<file path="config.mk">
export PLATFORM = sky130hd
export DESIGN_NAME = acl_command_arbiter
export DESIGN_NICKNAME = d
export VERILOG_FILES = /design/src/rtl/acl_arbiter_pkg.sv /design/src/rtl/acl_rr_picker.sv /design/src/rtl/acl_command_arbiter.sv
export SDC_FILE = /design/constraint.sdc
export NUM_CORES = 1
export LEC_CHECK = 0
export CAP_MARGIN = 25
export CORE_ASPECT_RATIO = 0.6
export CORE_MARGIN = 3
export CORE_UTILIZATION = 57
export DETAILED_ROUTE_END_ITERATION = 12
export GPL_TIMING_DRIVEN = 1
export PLACE_DENSITY = 0.84
export SLEW_MARGIN = 20
export SYNTH_ARGS = -nofsm -noshare
export SYNTH_HDL_FRONTEND = slang
export SYNTH_SLANG_ARGS = --single-unit
export TNS_END_PERCENT = 5
</file>
<file path="constraint.sdc">
create_clock -name i_clk_20mhz -period 3.2 [get_ports i_clk_20mhz]
set_input_delay 0.32 -clock i_clk_20mhz [delete_from_list [all_inputs] [get_ports i_clk_20mhz]]
set_output_delay 0.32 -clock i_clk_20mhz [all_outputs]
set_load 0.02 [all_outputs]
</file>
<file path="src/rtl/acl_arbiter_pkg.sv">
// acl_arbiter_pkg: shared command codes, arbiter states and constants for the ACL2 command arbiter
package acl_arbiter_pkg;
    typedef enum logic [2:0] {
        CMD_NONE         = 3'd0,
        CMD_INIT_MEASUR  = 3'd1,
        CMD_START_MEASUR = 3'd2,
        CMD_INIT_LINKED  = 3'd3,
        CMD_START_LINKED = 3'd4
    } t_acl_cmd;
    typedef enum logic [1:0] {ST_IDLE, ST_ISSUE, ST_BUSY, ST_SRST} t_arb_state;
    localparam int c_srst_min_cycles = 2;
    function automatic logic cmd_is_legal(input logic [2:0] code);
        return code inside {[3'd1:3'd4]};
    endfunction
endpackage

</file>
<file path="src/rtl/acl_rr_picker.sv">
// acl_rr_picker: first set bit of a valid mask, searching upward from a rotating pointer with wrap
module acl_rr_picker #(
    parameter int NUM_REQ = 2,
    parameter int IW      = 1
) (
    input  logic [NUM_REQ-1:0] valid,
    input  logic [IW-1:0]      rr_ptr,
    output logic               found,
    output logic [IW-1:0]      idx
);
    logic [IW-1:0] j;
    // scan from the far end back toward rr_ptr so the nearest hit overwrites the others
    always_comb begin
        found = 1'b0;
        idx   = '0;
        j     = '0;
        for (int i = NUM_REQ - 1; i >= 0; i--) begin
            j = IW'((int'(rr_ptr) + i) % NUM_REQ);
            if (valid[j]) begin
                found = 1'b1;
                idx   = j;
            end
        end
    end
endmodule

</file>
<file path="src/rtl/acl_command_arbiter.sv">
// acl_command_arbiter: round-robin sharing of the PMOD ACL2 driver command interface with preemptive soft reset
module acl_command_arbiter
    import acl_arbiter_pkg::*;
#(
    parameter int NUM_REQ        = 2,
    parameter int TIMEOUT_CYCLES = 2_000_000,
    parameter int CNT_BITS       = 21
) (
    input  logic                 i_clk_20mhz,
    input  logic                 i_rst_20mhz,
    input  logic                 i_acl_command_ready,
    input  logic [NUM_REQ-1:0]   i_req_valid,
    input  logic [3*NUM_REQ-1:0] i_req_cmd,
    input  logic [NUM_REQ-1:0]   i_soft_reset_req,
    output logic [NUM_REQ-1:0]   o_req_grant,
    output logic [NUM_REQ-1:0]   o_req_done,
    output logic [NUM_REQ-1:0]   o_req_error,
    output logic                 o_acl_cmd_init_measur_mode,
    output logic                 o_acl_cmd_start_measur_mode,
    output logic                 o_acl_cmd_init_linked_mode,
    output logic                 o_acl_cmd_start_linked_mode,
    output logic                 o_acl_cmd_soft_reset,
    output logic                 o_arb_busy
);
    localparam int IW = (NUM_REQ > 2) ? 2 : 1;

    t_arb_state          state, state_d;
    t_acl_cmd            code, code_d;
    logic [IW-1:0]       owner, owner_d, rr_ptr, rr_ptr_d, pick_idx;
    logic [CNT_BITS-1:0] cnt, cnt_d;
    logic [NUM_REQ-1:0]  srst_mask, srst_mask_d, grant_d, done_d, error_d;
    logic [2:0]          cmds [NUM_REQ];
    logic [2:0]          pick_cmd;
    logic                pick_found, settle, timeout, srst_any, active, active_d;

    function automatic logic [IW-1:0] wrap_inc(input logic [IW-1:0] k);
        return (k == IW'(NUM_REQ - 1)) ? '0 : k + 1'b1;
    endfunction

    acl_rr_picker #(.NUM_REQ(NUM_REQ), .IW(IW)) u_picker (
        .valid  (i_req_valid),
        .rr_ptr (rr_ptr),
        .found  (pick_found),
        .idx    (pick_idx)
    );

    // unpack the per-requester command codes so the picked one can be indexed directly
    always_comb begin
        for (int k = 0; k < NUM_REQ; k++) cmds[k] = i_req_cmd[3*k +: 3];
    end

    assign pick_cmd = cmds[pick_idx];
    // a requester still sees its own done/error this cycle, so its request level is stale and ignored
    assign settle   = |{o_req_done, o_req_error};
    assign timeout  = cnt == CNT_BITS'(TIMEOUT_CYCLES - 1);
    assign srst_any = |i_soft_reset_req;
    assign active   = state == ST_ISSUE || state == ST_BUSY;
    assign active_d = state_d == ST_ISSUE || state_d == ST_BUSY;

    // next-state, ownership and result-pulse decisions
    always_comb begin
        state_d     = state;
        owner_d     = owner;
        code_d      = code;
        rr_ptr_d    = rr_ptr;
        srst_mask_d = srst_mask;
        done_d      = '0;
        error_d     = '0;
        case (state)
            ST_IDLE: begin
                if (!settle && srst_any) begin
                    srst_mask_d = i_soft_reset_req;
                    state_d     = ST_SRST;
                end else if (!settle && i_acl_command_ready && pick_found) begin
                    owner_d = pick_idx;
                    if (cmd_is_legal(pick_cmd)) begin
                        code_d  = t_acl_cmd'(pick_cmd);
                        state_d = ST_ISSUE;
                    end else begin
                        error_d  = NUM_REQ'(1) << pick_idx;
                        rr_ptr_d = wrap_inc(pick_idx);
                    end
                end
            end
            ST_ISSUE, ST_BUSY: begin
                if (srst_any) begin
                    error_d     = NUM_REQ'(1) << owner;
                    srst_mask_d = i_soft_reset_req;
                    state_d     = ST_SRST;
                end else if (state == ST_ISSUE && !i_acl_command_ready) begin
                    state_d = ST_BUSY;
                end else if (state == ST_BUSY && i_acl_command_ready) begin
                    done_d   = NUM_REQ'(1) << owner;
                    rr_ptr_d = wrap_inc(owner);
                    state_d  = ST_IDLE;
                end else if (timeout) begin
                    error_d = NUM_REQ'(1) << owner;
                    state_d = ST_IDLE;
                end
            end
            ST_SRST: begin
                if (cnt >= CNT_BITS'(c_srst_min_cycles - 1) && i_acl_command_ready) begin
                    done_d  = srst_mask;
                    state_d = ST_IDLE;
                end else if (timeout) begin
                    error_d = srst_mask;
                    state_d = ST_IDLE;
                end
            end
            default: state_d = ST_IDLE;
        endcase
        cnt_d   = (state_d != state || state == ST_IDLE) ? '0 : cnt + 1'b1;
        grant_d = (active || active_d) ? NUM_REQ'(1) << owner_d : '0;
    end

    // state and registered outputs; grant stays up through the done/error cycle
    always_ff @(posedge i_clk_20mhz or posedge i_rst_20mhz) begin
        if (i_rst_20mhz) begin
            state                       <= ST_IDLE;
            code                        <= CMD_NONE;
            owner                       <= '0;
            rr_ptr                      <= '0;
            cnt                         <= '0;
            srst_mask                   <= '0;
            o_req_grant                 <= '0;
            o_req_done                  <= '0;
            o_req_error                 <= '0;
            o_acl_cmd_init_measur_mode  <= 1'b0;
            o_acl_cmd_start_measur_mode <= 1'b0;
            o_acl_cmd_init_linked_mode  <= 1'b0;
            o_acl_cmd_start_linked_mode <= 1'b0;
            o_acl_cmd_soft_reset        <= 1'b0;
            o_arb_busy                  <= 1'b0;
        end else begin
            state                       <= state_d;
            code                        <= code_d;
            owner                       <= owner_d;
            rr_ptr                      <= rr_ptr_d;
            cnt                         <= cnt_d;
            srst_mask                   <= srst_mask_d;
            o_req_grant                 <= grant_d;
            o_req_done                  <= done_d;
            o_req_error                 <= error_d;
            o_acl_cmd_init_measur_mode  <= state_d == ST_ISSUE && code_d == CMD_INIT_MEASUR;
            o_acl_cmd_start_measur_mode <= state_d == ST_ISSUE && code_d == CMD_START_MEASUR;
            o_acl_cmd_init_linked_mode  <= state_d == ST_ISSUE && code_d == CMD_INIT_LINKED;
            o_acl_cmd_start_linked_mode <= state_d == ST_ISSUE && code_d == CMD_START_LINKED;
            o_acl_cmd_soft_reset        <= state_d == ST_SRST;
            o_arb_busy                  <= state_d != ST_IDLE;
        end
    end
endmodule

</file>
==> impl_metrics.env <==
export IMPL_timing_rr_end="cnt[10]$_DFF_PP0_"
export IMPL_clkPwrFrac_pct=16.0
export IMPL_grt_max_degree=43
export IMPL_rows=18
export IMPL_grt_first_pass_wirelength_um=10100
export IMPL_fin_crit_ns=2.94
export IMPL_yosysSeqAreaShare_pct=41.0
export IMPL_synth_top_flop_cell="dfrtp_1"
export IMPL_post_dp_cell_area_um2=2880
export IMPL_syn_avg_cell_area_um2=9.94
export IMPL_timing_critical_path_arrival_ns=3.12
export IMPL_setup_violations=0
export IMPL_worst_path_max_fanout=21
export IMPL_drive_above_1_share_pct=13.0
export IMPL_hold_class="in -> async"
export IMPL_critPathKind="reg -> reg"
export IMPL_reg2reg_from="cnt[0]$_DFF_PP0_"
export IMPL_drv_cap=0
export IMPL_htree_levels=2
export IMPL_cts_root_buf="clkbuf_8"
export IMPL_vdd_drop_max_mv=0.617
export IMPL_synth_edf_count=0
export IMPL_core_area_um2=4210
export IMPL_hold_violations=0
export IMPL_most_common_layout_cells="dfrtp_1, clkdlybuf4s50_1, nor2_1, nor4_2, inv_1"
export IMPL_cp_end_kind="flip-flop"
export IMPL_start_util_pct=60.9
export IMPL_clk_pin_slew_ns=0.08
export IMPL_die_y_um=58.0
export IMPL_slew_viol_final=0
export IMPL_rsz0062_at_grt="no"
export IMPL_p_leak_nw=1.22
export IMPL_diodes=0
export IMPL_switchingPower_mw=1.22
export IMPL_power_mw=2.59
export IMPL_yosysWarningCount=0
export IMPL_clk_latency_ns=0.30
export IMPL_ff2ff_setup_slack_ns=0.26
export IMPL_run_status="finished, final reports clean"
export IMPL_swShare_pct=47.2
export IMPL_p_per_area_nw_per_um2=866
export IMPL_cts_resized=0
export IMPL_ys_seq_elements=42
export IMPL_numCtsBuffers=5
export IMPL_timing_fmax_ghz=0.340
export IMPL_cts_tree="built"
export IMPL_grt_overflow=0
export IMPL_cts_path_max_buffers=2
export IMPL_ctsHoldBuffers=0
export IMPL_required_ns=3.37
export IMPL_grtUsageTotal_pct=24.0
export IMPL_cp_start_kind="flip-flop"
export IMPL_layout_commonest_cell="dfrtp_1"
export IMPL_finalCritPeriodShare_pct=91.9
export IMPL_post_cts_setup_buffers=0
export IMPL_vias=2163
export IMPL_ios=25
export IMPL_power_internal_mw=1.37
export IMPL_syn_area_um2=2560
export IMPL_finalNetCount=307
export IMPL_drt_wirelength_per_cell_um=17.2
export IMPL_die_x_um=92.6
export IMPL_syn_inst=258
export IMPL_slew_headroom_pct=52.8
export IMPL_synth_distinct_cells=48
export IMPL_clock_sinks=42
export IMPL_synthArstFlopShare_pct=100
export IMPL_drt_initial_drc_count=242
export IMPL_seqPwrFrac_pct=28.0
export IMPL_final_area_um2=2990
export IMPL_port_buffers=24
export IMPL_hpwlAfterDp_um=4130
export IMPL_finalNonFillerCells=345
export IMPL_skew_ns=0.00612
export IMPL_antenna_left=0
export IMPL_vias_per_cell=6.27
export IMPL_tightestPinTransition_ns=0.701
export IMPL_placed_cells_incl_taps=337
export IMPL_synth_nets=281
export IMPL_combPwrFrac_pct=56.0
export IMPL_gp_congestion=0.885
export IMPL_drc_errors=0
export IMPL_r2r_cells=8
export IMPL_area_delta_synth_final_pct=16.7
export IMPL_dieArea_um2=5370
export IMPL_antenna_found_initial=0
export IMPL_setup_tns_ns=0
export IMPL_routed_wirelength_um=5930
export IMPL_grt_pass1_vias=1971
export IMPL_drt_pass1_iterations=8
how the worst max path moves through the flow:
stage,cells after the start,slack (ns),from,end
floorplan,8,0.86,cnt[12]$_DFF_PP0_,o_req_grant[1]$_DFF_PP0_
global placement,5,0.42,i_soft_reset_req[1],cnt[20]$_DFF_PP0_
detailed placement,8,0.42,cnt[0]$_DFF_PP0_,cnt[10]$_DFF_PP0_
CTS,8,0.32,cnt[0]$_DFF_PP0_,cnt[10]$_DFF_PP0_
global route,8,0.1,cnt[0]$_DFF_PP0_,cnt[10]$_DFF_PP0_
finish,8,0.26,cnt[0]$_DFF_PP0_,cnt[10]$_DFF_PP0_
synth_stat cells, types with 3 or more instances:
library cell | n | area share [%]
xnor2_1 | 9 | 3.1
nand3_1 | 14 | 2.7
nor4_2 | 20 | 9.8
and3_1 | 6 | 1.5
nor2_1 | 20 | 2.9
xor2_1 | 12 | 4.1
nor4_1 | 7 | 1.7
ha_1 | 10 | 4.9
clkbuf_1 | 3 | 0.44
mux2i_1 | 3 | 1.2
inv_1 | 15 | 2.2
a32oi_1 | 3 | 1.0
o21ai_1 | 3 | 0.59
mux2_2 | 3 | 1.3
o21ai_0 | 5 | 0.98
nand4_1 | 7 | 1.7
nand2b_1 | 3 | 0.73
dfrtp_1 | 42 | 41
a21oi_1 | 8 | 1.6
nor3_1 | 10 | 2.0
and2_1 | 3 | 0.73
o21a_1 | 5 | 1.5
nand2_1 | 14 | 2.0
worst max-delay path: stages, from the launching register on:
cell and delay [ns]:
dfrtp_1 0.49, ha_1 0.30, nand4_1 0.11, nor4_1 0.49, nand2_1 0.22, a221oi_2 0.49, xnor2_2 0.09, buf_4 0.25
nor4_2 0.39
cell families after synthesis:
group,after synthesis,share of synthesized area (%)
AO/OA/AOI/OAI,42,11.7
multiplexers,6,2.49
XOR/XNOR,21,7.17
AND/OR/NAND/NOR,113,28.3
flip-flops,42,41.0
adder cells (fa/ha/maj),10,4.88
buffers and inverters,24,4.49
layout make-up:
cell class	instances	area (µm²)
repair buffers	28	290
inverters	15	56.3
well taps	60	75.1
flip-flops and latches	42	1050
fillers	297	1220
multi-input cells	192	1410
clock inverters	2	37.5
clock buffers	6	72.6
through the flow:
step / util (%) / hold slack [ns] / worst slack [ns]
floorplan: - / 0.460 / 0.864
global placement: 67.8 / 0.523 / 0.416
detailed placement: 68.4 / 0.520 / 0.422
CTS: 71.0 / 0.480 / 0.319
global route: 71.0 / 0.501 / 0.0974
finish: 71.0 / 0.457 / 0.259
power by group through the flow:
stage | clock network [mW] | logic, mW | registers [mW]
finish | 0.414 | 1.45 | 0.726
detailed placement | 0 | 1.42 | 0.731
global placement | 0 | 1.34 | 0.726
global route | 0.447 | 1.59 | 0.737
floorplan | 0 | 1.04 | 0.751
CTS | 0.423 | 1.44 | 0.721
per-layer routing:
metal | global-route usage, % | share of wire, % | vias up
li1 | - | - | 1002
met1 | 38.4 | 48 | 1020
met2 | 32.6 | 41 | 125
met3 | 5.06 | 8.7 | 16
met4 | 6.55 | 1.7 | 0
met5 | 0 | 0 | -
flip-flops by register name, indices dropped and copies added (netlist names):
name                         count
o_req_grant                      2
o_acl_cmd_start_linked_mode      1
code                             3
o_acl_cmd_soft_reset             1
o_acl_cmd_init_linked_mode       1
o_acl_cmd_init_measur_mode       1
owner                            1
o_req_error                      2
srst_mask                        2
state                            2
o_arb_busy                       1
cnt                             21
o_req_done                       2
o_acl_cmd_start_measur_mode      1
rr_ptr                           1
Note: power is estimated with default switching activity, not from simulation.
